`config.mk`:
```
export PLATFORM = sky130hd
export DESIGN_NAME = cache_refill_arbiter_flat
export DESIGN_NICKNAME = d
export VERILOG_FILES = /design/src/rtl/cache_refill_arbiter_pkg.sv /design/src/rtl/cache_refill_arbiter_if.sv /design/src/rtl/cache_refill_arbiter_burst_beat_counter.sv /design/src/rtl/cache_refill_arbiter.sv /design/src/flat_wrapper.sv
export SDC_FILE = /design/constraint.sdc
export NUM_CORES = 1
export LEC_CHECK = 0
export ABC_AREA = 1
export CAP_MARGIN = 20
export CORE_MARGIN = 4
export CORE_UTILIZATION = 28
export CTS_BUF_LIST = sky130_fd_sc_hd__clkbuf_4 sky130_fd_sc_hd__clkbuf_8 sky130_fd_sc_hd__clkbuf_16
export CTS_CLUSTER_DIAMETER = 150
export DETAILED_ROUTE_END_ITERATION = 12
export PLACE_DENSITY_LB_ADDON = 0.15
export RECOVER_POWER = 100
export SKIP_LAST_GASP = 1
export SLEW_MARGIN = 20
export SYNTH_ARGS = -nofsm -noshare
export SYNTH_HDL_FRONTEND = slang
export SYNTH_SLANG_ARGS = --single-unit
```
`constraint.sdc`:
```
create_clock -name CPU_CLK -period 1.2 [get_ports CPU_CLK]
set_input_delay 0.18 -clock CPU_CLK [delete_from_list [all_inputs] [get_ports CPU_CLK]]
set_output_delay 0.18 -clock CPU_CLK [all_outputs]
set_load 0.1 [all_outputs]
```
`src/rtl/cache_refill_arbiter_pkg.sv`:
```
// Shared types for the cache refill arbiter: FSM states,
// grant encodings and beat-index width helpers.
package cache_refill_arbiter_pkg;

    typedef enum logic [2:0] {
        IDLE,
        GNT_I,
        GNT_D,
        DONE_I,
        DONE_D
    } state_e;

    localparam logic GRANT_I = 1'b0;
    localparam logic GRANT_D = 1'b1;

    localparam int LINE_WORDS_DEF = 4;

    function automatic int beat_w(input int n);
        return (n <= 2) ? 1 : $clog2(n);
    endfunction

    localparam int BEAT_W = beat_w(LINE_WORDS_DEF);

endpackage

```
`src/rtl/cache_refill_arbiter_if.sv`:
```
// Bundle of I-side, D-side, memory and stall signals around the
// refill arbiter; slave is the arbiter, master is everything else.
interface cache_refill_arbiter_if
    import cache_refill_arbiter_pkg::*;
#(
    parameter int LINE_WORDS = LINE_WORDS_DEF,
    parameter int ADDR_W     = 32
);
    localparam int BW = beat_w(LINE_WORDS);

    logic              i_req;
    logic [ADDR_W-1:0] i_addr;
    logic [31:0]       i_rdata;
    logic              i_valid;
    logic [BW-1:0]     i_beat;
    logic              i_done;

    logic              d_req;
    logic              d_we;
    logic [ADDR_W-1:0] d_addr;
    logic [31:0]       d_wdata;
    logic [31:0]       d_rdata;
    logic              d_valid;
    logic [BW-1:0]     d_beat;
    logic              d_done;

    logic              mem_rd;
    logic              mem_wr;
    logic [ADDR_W-1:0] mem_addr;
    logic [31:0]       mem_wdata;
    logic [31:0]       mem_rdata;
    logic              mem_ready;

    logic              stall_if;
    logic              stall_mem;

    modport slave (
        input  i_req, i_addr,
        output i_rdata, i_valid, i_beat, i_done,
        input  d_req, d_we, d_addr, d_wdata,
        output d_rdata, d_valid, d_beat, d_done,
        output mem_rd, mem_wr, mem_addr, mem_wdata,
        input  mem_rdata, mem_ready,
        output stall_if, stall_mem
    );

    modport master (
        output i_req, i_addr,
        input  i_rdata, i_valid, i_beat, i_done,
        output d_req, d_we, d_addr, d_wdata,
        input  d_rdata, d_valid, d_beat, d_done,
        input  mem_rd, mem_wr, mem_addr, mem_wdata,
        output mem_rdata, mem_ready,
        input  stall_if, stall_mem
    );

endinterface

```
`src/rtl/cache_refill_arbiter_burst_beat_counter.sv`:
```
// Line base latch and beat counter; produces the word address of
// the current beat and flags the final beat of the line.
module cache_refill_arbiter_burst_beat_counter
    import cache_refill_arbiter_pkg::*;
#(
    parameter int LINE_WORDS = 4,
    parameter int ADDR_W     = 32,
    localparam int BW        = beat_w(LINE_WORDS)
) (
    input  logic              clk,
    input  logic              rst_n,
    input  logic              load,
    input  logic              adv,
    input  logic [ADDR_W-1:0] addr_in,
    output logic [BW-1:0]     beat,
    output logic [ADDR_W-1:0] addr,
    output logic              last
);
    localparam int LOWB = BW + 2;
    localparam logic [ADDR_W-1:0] LOW_MASK = ADDR_W'((1 << LOWB) - 1);

    logic [ADDR_W-1:0] base_q, base_d;
    logic [BW-1:0]     beat_q, beat_d;

    always_comb begin
        base_d = base_q;
        beat_d = beat_q;
        if (load) begin
            base_d = addr_in & ~LOW_MASK;
            beat_d = '0;
        end else if (adv) begin
            beat_d = beat_q + 1'b1;
        end
    end

    always_ff @(posedge clk or negedge rst_n) begin
        if (!rst_n) begin
            base_q <= '0;
            beat_q <= '0;
        end else begin
            base_q <= base_d;
            beat_q <= beat_d;
        end
    end

    assign beat = beat_q;
    assign addr = base_q + ADDR_W'({beat_q, 2'b00});
    assign last = (beat_q == BW'(LINE_WORDS - 1));

endmodule

```
`src/rtl/cache_refill_arbiter.sv`:
```
// Arbitrates the single memory port between I-cache refills and
// D-cache refills/writebacks, one line burst at a time.
module cache_refill_arbiter
    import cache_refill_arbiter_pkg::*;
#(
    parameter int LINE_WORDS = 4,
    parameter int ADDR_W     = 32
) (
    input logic                   CPU_CLK,
    input logic                   CPU_RST_N,
    cache_refill_arbiter_if.slave bus
);
    localparam int BW = beat_w(LINE_WORDS);

    state_e state_q, state_d;
    logic   last_grant_q, last_grant_d;
    logic   we_q, we_d;

    logic              pick_i;
    logic              load;
    logic              adv;
    logic              last;
    logic              gnt_i;
    logic              gnt_d;
    logic              done_i;
    logic              done_d;
    logic [BW-1:0]     beat;
    logic [ADDR_W-1:0] beat_addr;
    logic [ADDR_W-1:0] load_addr;

    cache_refill_arbiter_burst_beat_counter #(
        .LINE_WORDS (LINE_WORDS),
        .ADDR_W     (ADDR_W)
    ) u_cnt (
        .clk     (CPU_CLK),
        .rst_n   (CPU_RST_N),
        .load    (load),
        .adv     (adv),
        .addr_in (load_addr),
        .beat    (beat),
        .addr    (beat_addr),
        .last    (last)
    );

    // On a tie, the side that did not win last time gets the port.
    always_comb begin
        pick_i    = bus.i_req & (~bus.d_req | (last_grant_q == GRANT_D));
        load      = (state_q == IDLE) & (bus.i_req | bus.d_req);
        load_addr = pick_i ? bus.i_addr : bus.d_addr;
        gnt_i     = (state_q == GNT_I);
        gnt_d     = (state_q == GNT_D);
        done_i    = (state_q == DONE_I);
        done_d    = (state_q == DONE_D);
        adv       = (gnt_i | gnt_d) & bus.mem_ready;

        state_d      = state_q;
        last_grant_d = last_grant_q;
        we_d         = we_q;
        case (state_q)
            IDLE: begin
                if (load) begin
                    state_d      = pick_i ? GNT_I : GNT_D;
                    last_grant_d = pick_i ? GRANT_I : GRANT_D;
                    we_d         = ~pick_i & bus.d_we;
                end
            end
            GNT_I:   if (adv && last) state_d = DONE_I;
            GNT_D:   if (adv && last) state_d = DONE_D;
            DONE_I:  state_d = IDLE;
            DONE_D:  state_d = IDLE;
            default: state_d = IDLE;
        endcase
    end

    always_ff @(posedge CPU_CLK or negedge CPU_RST_N) begin
        if (!CPU_RST_N) begin
            state_q      <= IDLE;
            last_grant_q <= GRANT_I;
            we_q         <= 1'b0;
        end else begin
            state_q      <= state_d;
            last_grant_q <= last_grant_d;
            we_q         <= we_d;
        end
    end

    assign bus.mem_rd    = gnt_i | (gnt_d & ~we_q);
    assign bus.mem_wr    = gnt_d & we_q;
    assign bus.mem_addr  = (gnt_i | gnt_d) ? beat_addr : '0;
    assign bus.mem_wdata = (gnt_d & we_q) ? bus.d_wdata : '0;

    assign bus.i_valid = gnt_i & bus.mem_ready;
    assign bus.i_rdata = (gnt_i & bus.mem_ready) ? bus.mem_rdata : '0;
    assign bus.i_beat  = gnt_i ? beat : '0;
    assign bus.i_done  = done_i;

    assign bus.d_valid = gnt_d & bus.mem_ready;
    assign bus.d_rdata = (gnt_d & bus.mem_ready & ~we_q) ? bus.mem_rdata : '0;
    assign bus.d_beat  = gnt_d ? beat : '0;
    assign bus.d_done  = done_d;

    // Gated by reset so every output reads 0 while reset is held.
    assign bus.stall_if  = CPU_RST_N & bus.i_req & ~done_i;
    assign bus.stall_mem = CPU_RST_N & bus.d_req & ~done_d;

endmodule

```
`src/flat_wrapper.sv`:
```
// flat-port wrapper written by rule: the top's interface ports become plain ports
module cache_refill_arbiter_flat import cache_refill_arbiter_pkg::*;
#(
    parameter int LINE_WORDS = 4,
    parameter int ADDR_W     = 32
)
  (CPU_CLK, CPU_RST_N, bus_i_req, bus_i_addr, bus_i_rdata, bus_i_valid, bus_i_beat, bus_i_done, bus_d_req, bus_d_we, bus_d_addr, bus_d_wdata, bus_d_rdata, bus_d_valid, bus_d_beat, bus_d_done, bus_mem_rd, bus_mem_wr, bus_mem_addr, bus_mem_wdata, bus_mem_rdata, bus_mem_ready, bus_stall_if, bus_stall_mem);
  cache_refill_arbiter_if #(.LINE_WORDS(LINE_WORDS), .ADDR_W(ADDR_W)) bus_i ();
  input logic CPU_CLK;
  input logic CPU_RST_N;
  input wire logic [$bits(bus_i.i_req)-1:0] bus_i_req;
  input wire logic [$bits(bus_i.i_addr)-1:0] bus_i_addr;
  output wire logic [$bits(bus_i.i_rdata)-1:0] bus_i_rdata;
  output wire logic [$bits(bus_i.i_valid)-1:0] bus_i_valid;
  output wire logic [$bits(bus_i.i_beat)-1:0] bus_i_beat;
  output wire logic [$bits(bus_i.i_done)-1:0] bus_i_done;
  input wire logic [$bits(bus_i.d_req)-1:0] bus_d_req;
  input wire logic [$bits(bus_i.d_we)-1:0] bus_d_we;
  input wire logic [$bits(bus_i.d_addr)-1:0] bus_d_addr;
  input wire logic [$bits(bus_i.d_wdata)-1:0] bus_d_wdata;
  output wire logic [$bits(bus_i.d_rdata)-1:0] bus_d_rdata;
  output wire logic [$bits(bus_i.d_valid)-1:0] bus_d_valid;
  output wire logic [$bits(bus_i.d_beat)-1:0] bus_d_beat;
  output wire logic [$bits(bus_i.d_done)-1:0] bus_d_done;
  output wire logic [$bits(bus_i.mem_rd)-1:0] bus_mem_rd;
  output wire logic [$bits(bus_i.mem_wr)-1:0] bus_mem_wr;
  output wire logic [$bits(bus_i.mem_addr)-1:0] bus_mem_addr;
  output wire logic [$bits(bus_i.mem_wdata)-1:0] bus_mem_wdata;
  input wire logic [$bits(bus_i.mem_rdata)-1:0] bus_mem_rdata;
  input wire logic [$bits(bus_i.mem_ready)-1:0] bus_mem_ready;
  output wire logic [$bits(bus_i.stall_if)-1:0] bus_stall_if;
  output wire logic [$bits(bus_i.stall_mem)-1:0] bus_stall_mem;
  assign bus_i.i_req = bus_i_req;
  assign bus_i.i_addr = bus_i_addr;
  assign bus_i_rdata = bus_i.i_rdata;
  assign bus_i_valid = bus_i.i_valid;
  assign bus_i_beat = bus_i.i_beat;
  assign bus_i_done = bus_i.i_done;
  assign bus_i.d_req = bus_d_req;
  assign bus_i.d_we = bus_d_we;
  assign bus_i.d_addr = bus_d_addr;
  assign bus_i.d_wdata = bus_d_wdata;
  assign bus_d_rdata = bus_i.d_rdata;
  assign bus_d_valid = bus_i.d_valid;
  assign bus_d_beat = bus_i.d_beat;
  assign bus_d_done = bus_i.d_done;
  assign bus_mem_rd = bus_i.mem_rd;
  assign bus_mem_wr = bus_i.mem_wr;
  assign bus_mem_addr = bus_i.mem_addr;
  assign bus_mem_wdata = bus_i.mem_wdata;
  assign bus_i.mem_rdata = bus_mem_rdata;
  assign bus_i.mem_ready = bus_mem_ready;
  assign bus_stall_if = bus_i.stall_if;
  assign bus_stall_mem = bus_i.stall_mem;
  cache_refill_arbiter #(.LINE_WORDS(LINE_WORDS), .ADDR_W(ADDR_W)) u_core (.CPU_CLK(CPU_CLK), .CPU_RST_N(CPU_RST_N), .bus(bus_i));
endmodule
```
==> run metrics <==
status=finished, violations left; failing checks=negative setup slack; Slew headroom=40.5%; WP data arrival=1.75 ns; DP HPWL=approximately 13 mm; Max VDD drop=2260 µV; number of global-route vias before repair=around 4500; Critical R2R Capture=u_core.u_cnt.base_q[28]$_DFFE_PN0P_; Synth warnings=0; CP startpoint=u_core.state_q[0]$_DFFE_PN0P_; core area=9950 µm²; Port-buffer cells=about 260; Reg2Reg Setup Slack=-0.24 ns; # diodes=0; Hold Crit Class=in -> async; residual DRC count=0; Via density=~4.7; H-tree depth=2; overflow left after global routing=0; CTS root buffer=clkbuf_8; TritonCTS Sinks=35; Max Fanout on Critical Path=6; reported max-cap violation count=0; final WL=18.8 mm; Distinct cells, synth=25; clock latency on the worst-skew pair=0.29 ns; most frequent cells in the layout=buf_12 (150), nor2_4 (135), inv_1 (129); Syn Inst Count=486; cts bufs inserted=5; share of cells above drive strength 1=between 40% and 50%; CP Launch Type=flip-flop; RSZ-0062 raised after global routing=yes; final setup margin=-0.728 ns; CTS tree=yes; Netlist Area Pre-Place=2910 µm²; CP required=1.02 ns; Leak=between 3 and 4 nW; Crit path top cell by count=nor2_4; FILL cells=about 420; Synth-to-Final Area Change=204%; Via Count=4354; row cnt=36; Iter 0 DRT Violations=274; Slew Limit Fails=0; clock slew at reported path FFs=0.08 ns; Bufs on Longest Clock Path=2; Hold-fix buffers, CTS=0; final hold vios=0; nets=927; non-filler instance count after layout=roughly 930; All-Layer GR Usage=27.7%; Pwr per Cell Area=2530 nW/µm²; initial core utilization=between 20% and 30%; drt pass-1 iters=4; setup_tns=-97.69 ns; RePlAce Congestion=0.807; slowest CP cell=dfrtp_1; critical path endpoint category=output port; average wire per standard cell=20.3 µm; Register-to-Register Path Depth=7; # IOs=274; worst r2r src=u_core.state_q[0]$_DFFE_PN0P_; Cell Chain, Critical Path=inv_2 > nand3_4 > nor2_4 > nand2_8 > clkbuf_16 > nor2_4 > buf_12; Die W=110 µm; Die H=110 µm; Routed Antenna Nets=0; largest net degree at the start of global routing=38; Final period util=161%; post-synthesis sequential element count=35; Final Setup Violations=~170; Syn Area/Cell=5.99 µm²; Worst Skew=roughly 0.0070 ns; antenna violations before repair=0; Critical Path End=bus_d_rdata[8]; CP Class=reg -> out; Post-Place Worst Slack=-0.516 ns; Slew @ Worst Pin=0.893 ns; cell total after placement=approximately 900; first-pass GRT wire length=25.2 mm; commonest non-fill, non-tap cell in the layout=buf_12; minimum clock period after layout=a little under 2 ns; Fmax=519 MHz; die area=around 12000 µm²; sequential area share after synthesis=30.1%; slowest stage delay, CP=0.40 ns
## synth_stat cells
cell type  count  area share, %
inv_1        131             17
o31ai_1        1           0.26
o21ai_0        3           0.52
nor2_1       125             16
nand4_1        2           0.43
nand3_2        1           0.34
o21ai_1        2           0.34
nor2_4         2           0.77
o22ai_1        1           0.22
nor3_1         3           0.52
nand3_4        2            1.2
dfrtp_1       35             30
nand2_2        1           0.22
inv_2          6           0.77
conb_1         1           0.13
buf_2          5           0.86
buf_4          6            1.5
nand2_1       99             13
o211ai_1      25            6.5
nand3_1        5           0.86
nand2_4        1           0.39
ha_1           1           0.43
buf_6         12            4.6
nor2_2        13            2.8
clkbuf_1       3           0.39
## flip-flops by register name (all words and copies together) (netlist names)
register             cells
u_core.u_cnt.base_q     28
u_core.we_q              1
u_core.u_cnt.beat        2
u_core.state_q           3
u_core.last_grant_q      1
## critical path: cells and delay by family, from the launching register on
family	cells	cell delay, ns
buf+inv	3	0.47
flops	1	0.40
simple gates	4	0.56
## metrics by stage
| stage | area (µm²) | total power [mW] | utilization, % | hold slack, ns |
|---|---|---|---|---|
| 4_1_cts | 8730 | 21.8 | 87.7 | 0.00868 |
| 6_report | 8840 | 22.4 | 88.8 | 0.265 |
| 5_1_grt | 8840 | 23.1 | 88.8 | 0.339 |
| 3_5_place_dp | 8330 | 19.8 | 83.7 | 0.325 |
| 3_3_place_gp | 8330 | 19.5 | 83.7 | 0.314 |
| 2_1_floorplan | 3900 | 13.4 | - | -0.116 |
## worst min path at each step
stage,from,to,slack (ns),cells past startpoint
after floorplan,CPU_RST_N,u_core.last_grant_q$_DFFE_PN0P_,-0.12,0
final,CPU_RST_N,u_core.u_cnt.base_q[30]$_DFFE_PN0P_,0.27,2
after global placement,CPU_RST_N,u_core.u_cnt.base_q[28]$_DFFE_PN0P_,0.31,2
after global routing,CPU_RST_N,u_core.u_cnt.base_q[23]$_DFFE_PN0P_,0.34,2
after CTS,CPU_RST_N,u_core.u_cnt.base_q[28]$_DFFE_PN0P_,0.009,2
after detailed placement,CPU_RST_N,u_core.u_cnt.base_q[28]$_DFFE_PN0P_,0.33,2
## kinds of logic after synthesis
kind of cell | share of synthesized area, %
AOI/OAI and AO/OA | 7.79
buffers and inverters | 25.1
DFF | 30.1
other | 0.129
and+or+nand+nor | 36.4
adders and majority gates | 0.430
## routing by layer
metal | GRT usage (%) | wire length, µm | part of all wire, %
met1 | 24.6 | 5690 | 30
met2 | 56.9 | 10700 | 57
met3 | 8.04 | 1620 | 8.6
met4 | 10.6 | 790 | 4.2
met5 | 0 | 0 | 0
## final cells by class
type	instances	area (µm²)	area share [%]
repair buffers	324	4800	54.3
clock buffers	5	68.8	0.779
clock inverters	2	13.8	0.156
well taps	133	166	1.88
flip-flops and latches	35	877	9.93
inverters	137	534	6.05
multi-input cells	289	2380	26.9
## power breakdown
group	internal [mW]	switching, mW
registers	1.77	0.403
logic	6.96	12.4
clock network	0.397	0.451
total	9.12	13.3
## repair_timing
action | 4_1_cts | 5_1_grt
resized for setup | 45 | 18
setup buffers | 12 | 12
setup endpoints to repair | 173 | 173
pin swaps | 21 | 15
gates cloned | 3 | 2
Note: power is estimated with default switching activity, not from simulation.
